File: src/rtl/child_status_collector.sv
// child_status_collector: round-robin collector of per-child status records into one upstream buffer.
// Optional up_parity output is built only when CHILD_STATUS_COLLECTOR_PARITY_EN is defined.
module child_status_collector #(
  parameter int NUM_CHILD = 10,
  parameter int DATA_W    = 8
) (
  input  logic                        clk,
  input  logic                        rst_n,
  input  logic [NUM_CHILD-1:0]        child_valid,
  input  logic [NUM_CHILD*DATA_W-1:0] child_data,
  output logic [NUM_CHILD-1:0]        child_ready,
  output logic                        up_valid,
  input  logic                        up_ready,
  output logic [DATA_W-1:0]           up_data,
  output logic [3:0]                  up_src,
  input  logic                        clear_seen,
  output logic                        all_seen,
  output logic [15:0]                 rsp_count
`ifdef CHILD_STATUS_COLLECTOR_PARITY_EN
  ,
  output logic                        up_parity
`endif
);
  typedef enum logic {EMPTY, FULL} state_t;
  state_t                r_state, w_state_next;
  logic [DATA_W-1:0]     r_data;
  logic [3:0]            r_src;
  logic [3:0]            r_ptr;
  logic [NUM_CHILD-1:0]  r_seen;
  logic                  r_all_seen;
  logic [15:0]           r_cnt;
  logic                  w_load;
  logic                  w_any;
  logic                  w_grant;
  logic [NUM_CHILD-1:0]  w_rot;
  logic [3:0]            w_off;
  logic [4:0]            w_sum;
  logic [3:0]            w_gnt_idx;
  logic [DATA_W-1:0]     w_gnt_data;
  logic [NUM_CHILD-1:0]  w_onehot;
  logic [3:0]            w_ptr_next;
  logic [NUM_CHILD-1:0]  w_seen_next;
  assign w_load  = (r_state == EMPTY) || up_ready;
  assign w_any   = |child_valid;
  assign w_grant = w_load && w_any;
  // Rotate so bit k is child (ptr+k) mod N; lowest set bit is the round-robin winner.
  assign w_rot = NUM_CHILD'({child_valid, child_valid} >> r_ptr);
  always_comb begin
    w_off = '0;
    for (int k = NUM_CHILD - 1; k >= 0; k--)
      if (w_rot[k]) w_off = 4'(k);
  end
  assign w_sum      = 5'(r_ptr) + 5'(w_off);
  assign w_gnt_idx  = (w_sum >= 5'(NUM_CHILD)) ? 4'(w_sum - 5'(NUM_CHILD)) : w_sum[3:0];
  assign w_onehot   = NUM_CHILD'(1) << w_gnt_idx;
  assign w_ptr_next = (w_gnt_idx == 4'(NUM_CHILD - 1)) ? 4'd0 : w_gnt_idx + 4'd1;
  always_comb begin
    w_gnt_data = '0;
    for (int k = 0; k < NUM_CHILD; k++)
      if (w_gnt_idx == 4'(k)) w_gnt_data = child_data[k*DATA_W +: DATA_W];
  end
  assign w_seen_next = (clear_seen ? '0 : r_seen) | (w_grant ? w_onehot : '0);
  assign child_ready = (w_grant && rst_n) ? w_onehot : '0;
  always_ff @(posedge clk or negedge rst_n)
    if (!rst_n) r_state <= EMPTY;
    else        r_state <= w_state_next;
  always_comb
    w_state_next = w_load ? (w_any ? FULL : EMPTY) : r_state;
  always_comb begin
    up_valid  = (r_state == FULL);
    up_data   = r_data;
    up_src    = r_src;
    all_seen  = r_all_seen;
    rsp_count = r_cnt;
  end
  always_ff @(posedge clk or negedge rst_n)
    if (!rst_n) begin
      r_data <= '0;
      r_src  <= '0;
      r_ptr  <= '0;
    end else if (w_grant) begin
      r_data <= w_gnt_data;
      r_src  <= w_gnt_idx;
      r_ptr  <= w_ptr_next;
    end
  always_ff @(posedge clk or negedge rst_n)
    if (!rst_n) begin
      r_seen     <= '0;
      r_all_seen <= 1'b0;
    end else begin
      r_seen     <= w_seen_next;
      r_all_seen <= &w_seen_next;
    end
  always_ff @(posedge clk or negedge rst_n)
    if (!rst_n)                                       r_cnt <= '0;
    else if (up_valid && up_ready && r_cnt != 16'hFFFF) r_cnt <= r_cnt + 16'd1;
`ifdef CHILD_STATUS_COLLECTOR_PARITY_EN
  logic r_par;
  always_ff @(posedge clk or negedge rst_n)
    if (!rst_n)       r_par <= 1'b0;
    else if (w_grant) r_par <= ^{w_gnt_idx, w_gnt_data};
  assign up_parity = r_par;
`endif
endmodule

File: config.mk
export PLATFORM = sky130hd
export DESIGN_NAME = child_status_collector
export DESIGN_NICKNAME = d
export VERILOG_FILES = /design/src/rtl/child_status_collector.sv
export SDC_FILE = /design/constraint.sdc
export NUM_CORES = 1
export LEC_CHECK = 0
export BUFFER_PORTS_ARGS = -buffer_cell sky130_fd_sc_hd__buf_2
export CORE_MARGIN = 2
export CORE_UTILIZATION = 51
export DETAILED_ROUTE_END_ITERATION = 10
export HOLD_SLACK_MARGIN = 0.05
export PLACE_DENSITY = 0.9
export SLEW_MARGIN = 20
export SYNTH_ARGS = -nofsm -noshare
export SYNTH_HDL_FRONTEND = slang
export SYNTH_SLANG_ARGS = --single-unit
File: constraint.sdc
create_clock -name clk -period 6.3 [get_ports clk]
set_input_delay 0.315 -clock clk [delete_from_list [all_inputs] [get_ports clk]]
set_output_delay 0.315 -clock clk [all_outputs]
set_load 0.05 [all_outputs]
==> impl_results.md <==
* Number of global-route vias before repair at 4145
* DRT antenna net count at 0
* Syn nets at 568
* CTS buffer count at 5
* Drt wl/cell at 17.4 um
* CP required at 5.98 ns
* Min Tclk post-route at 5.98 ns
* Width of the die at 90.1 um
* Die ar. at 8120 um^2
* Area of the core at 7210 um^2
* Top Ports at 134
* EDFF count, synth at 0
* Htree depth at 2
* GRT Residual Overflow at 0
* CTS tree: built
* Clock Skews at 0.00474 ns
* Final WL at 11900 um
* Endpoints failing setup at 0
* Antenna diodes at 0
* DPL Wire Length at 9040 um
* Pin count of the biggest net entering global routing at 49
* Crit Path Max Fanout at 16
* Reg2Reg Setup Slack at 0.49 ns
* Final hold slack at 0.0876 ns
* Root Driver: clkbuf_8
* Starting Density at 0.524
* Setup tns final at 0 ns
* Clk Latency, worst-skew pair at 0.31 ns
* Hold crit path type: in2async
* Seq/Total Area, Yosys at 0.291
* Crit-path slowest cell: fa_2
* Max incr delay on CP at 0.67 ns
* Most used cell, CP: nor2b_1
* Main synth FF type: dfrtp_1
* Clock Tree Buf Depth at 2
* Design Area, Final at 4690 um^2
* First drt pass iteration count at 5
* Distinct cells, synth at 64
* Crit Path Class: reg2out
* Hold Vio Cnt, Final at 0
* Gpl congestion at 1.06
* Fin util at 0.651
* Reg2reg end: up_data[7]$_DFFE_PN0P_
* Vias after detailed routing at 4237
* Initial antenna violation count at 0
* Buf/Inv on CP at 3
* GRT Overall Usage at 0.288
* Top delay family on crit path: adder cells
* Nature of the critical path startpoint: flop
* Cell Area, Placed at 4500 um^2
* Clk sinks at 44
* CP endpoint kind: primary output
* Worst setup startpoint: r_ptr[1]$_DFFE_PN0P_
* Ys async rst share at 1.00
* FF-to-FF Start: r_ptr[1]$_DFFE_PN0P_
* Worst-Margin Slew at 0.968 ns
* Mapped Area at 3780 um^2
* Area grow syn2layout at 24.1%
* Nets@finish at 689
* Period utilization at 0.949
* Crit path arrival time at 5.66 ns
* Register clock-pin slew on the reported worst setup and hold paths at 0.09 ns
* Commonest non-fill, non-tap cell in the layout: buf_2
* Hold_buf cts at 0
* Fmax at 167 MHz
* FP Rows at 31
* Slew Limit Headroom at 0.353
* Max Transition Viols Final at 0
* Number of synthesized register bits at 44
* DRC Markers at 0
* Worst R2R Path Depth at 21
* Crit path cell chain: mux2_2, nor2_1, a21oi_1, mux4_2, nor2b_1, o21ai_0, o211ai_1, a21boi_0, ha_1, fa_2, inv_1, ha_2, nor2b_1, a22oi_1, a21oi_4, xnor2_4, buf_4, o21ai_1, nor3_1, buf_2
* Outcome: finished clean
* Global-route wire length before repair at 19400 um
* Commonest cells after routing, fill and taps aside: buf_2, nand2_1, dfrtp_1, nor2_1, o21ai_0
* Max-Cap Viols at 0
* Die H at 90.1 um
* Yosys warns at 0
* Share of layout cells above drive strength 1 at 0.313
* Vias per cell at 6.18
* Fillers at 605
* Syn Area/Cell at 8.13 um^2
* DR iter-0 viols at 372
* Synthesized instance count at 465
* IO Port Bufs at 133
[logic make-up (layout without fill, tap and decap cells)]
logic type,Yosys count,count (layout),share of synthesized area
multiplexers,36,36,0.105
flip-flops,44,44,0.291
AND/OR/NAND/NOR,170,170,0.215
AO/OA/AOI/OAI,147,147,0.266
buffers and inverters,41,163,0.0453
adder cells (fa/ha/maj),9,9,0.0318
XOR/XNOR,18,18,0.0457
[how the worst max path moves through the flow]
| stage | cells past startpoint | endpoint | slack (ns) |
|---|---|---|---|
| finish | 20 | child_ready[4] | 0.32 |
| global route | 20 | child_ready[4] | -0.06 |
| CTS | 19 | child_ready[6] | 0.02 |
| detailed placement | 21 | up_data[7]$_DFFE_PN0P_ | 0.03 |
| global placement | 19 | up_data[7]$_DFFE_PN0P_ | 0.25 |
| floorplan | 21 | child_ready[2] | 0.45 |
[synthesized netlist by cell type (all sizes together), types with 3 or more instances]
master / n / area, um^2
a211oi: 3 / 22.5
a21o: 5 / 37.5
a21oi: 33 / 180
a221o: 5 / 50.1
a22o: 3 / 26.3
a22oi: 10 / 75.1
a311o: 4 / 40.0
a31oi: 6 / 52.6
and2: 5 / 31.3
and3: 4 / 25.0
and4: 4 / 35.0
buf: 8 / 47.5
clkbuf: 17 / 63.8
dfrtp: 44 / 1100
ha: 8 / 100
inv: 15 / 56.3
mux2: 10 / 113
mux2i: 24 / 240
nand2: 54 / 203
nand2b: 7 / 43.8
nand3: 18 / 90.1
nand4: 5 / 31.3
nor2: 36 / 135
nor2b: 7 / 43.8
nor3: 20 / 105
o211ai: 6 / 45.0
o21a: 3 / 22.5
o21ai: 41 / 213
o22ai: 9 / 56.3
or2: 3 / 18.8
xnor2: 11 / 111
xor2: 7 / 61.3
[what timing repair did]
action	in CTS	in global routing
gates resized for setup	3	10
hold endpoints to repair	0	0
endpoints found under the setup margin	5	20
pin swaps	0	1
buffers inserted	0	1
[routing by layer]
layer | up-vias | track usage | wire [um]
li1 | 1963 | - | -
met1 | 1968 | 0.340 | 4440
met2 | 254 | 0.506 | 5930
met3 | 52 | 0.0520 | 978
met4 | 0 | 0.137 | 562
met5 | - | 0 | 0
[metrics by stage]
| stage | std cells | setup WS [ns] |
|---|---|---|
| 5_1_grt | 686 | -0.0614 |
| 3_5_place_dp | 677 | 0.0270 |
| 3_3_place_gp | 677 | 0.251 |
| 2_1_floorplan | 465 | 0.447 |
| 6_report | 686 | 0.321 |
| 4_1_cts | 685 | 0.0212 |
[worst register-to-register path, cell delays in order (launching register included)]
cell       delay, ns
dfrtp_4         0.57
mux2_2          0.39
nor2_1          0.11
a21oi_1         0.07
mux4_2          0.48
nor2b_1         0.15
o21ai_0         0.12
o211ai_1        0.10
a21boi_0        0.11
ha_1            0.24
fa_2            0.67
inv_1           0.17
ha_2            0.27
nor2b_1         0.18
a211oi_1        0.38
a221oi_4        0.16
nor2_2          0.52
o22ai_1         0.22
o21ai_0         0.13
o22ai_1         0.09
a2111oi_0       0.42
o22ai_1         0.16
[registers in the layout (all words and copies together), names as in the netlist]
register and count:
rsp_count 16, r_seen 10, up_data 8, r_ptr 4, up_src 4, all_seen 1, up_valid 1
[cell type report]
cell class                      count  area [um^2]  share of cell area
Clock buffer                        5         68.8              0.0147
Clock inverter                      3         46.3             0.00986
Inverter                           16         63.8              0.0136
Multi-Input combinational cell    380         2570               0.548
Sequential cell                    44         1110               0.236
Tap cell                           99          124              0.0264
Timing Repair Buffer              139          711               0.151
Power is not shown: default switching activity piles up to over one toggle a cycle in this logic, so the estimate is an artifact.
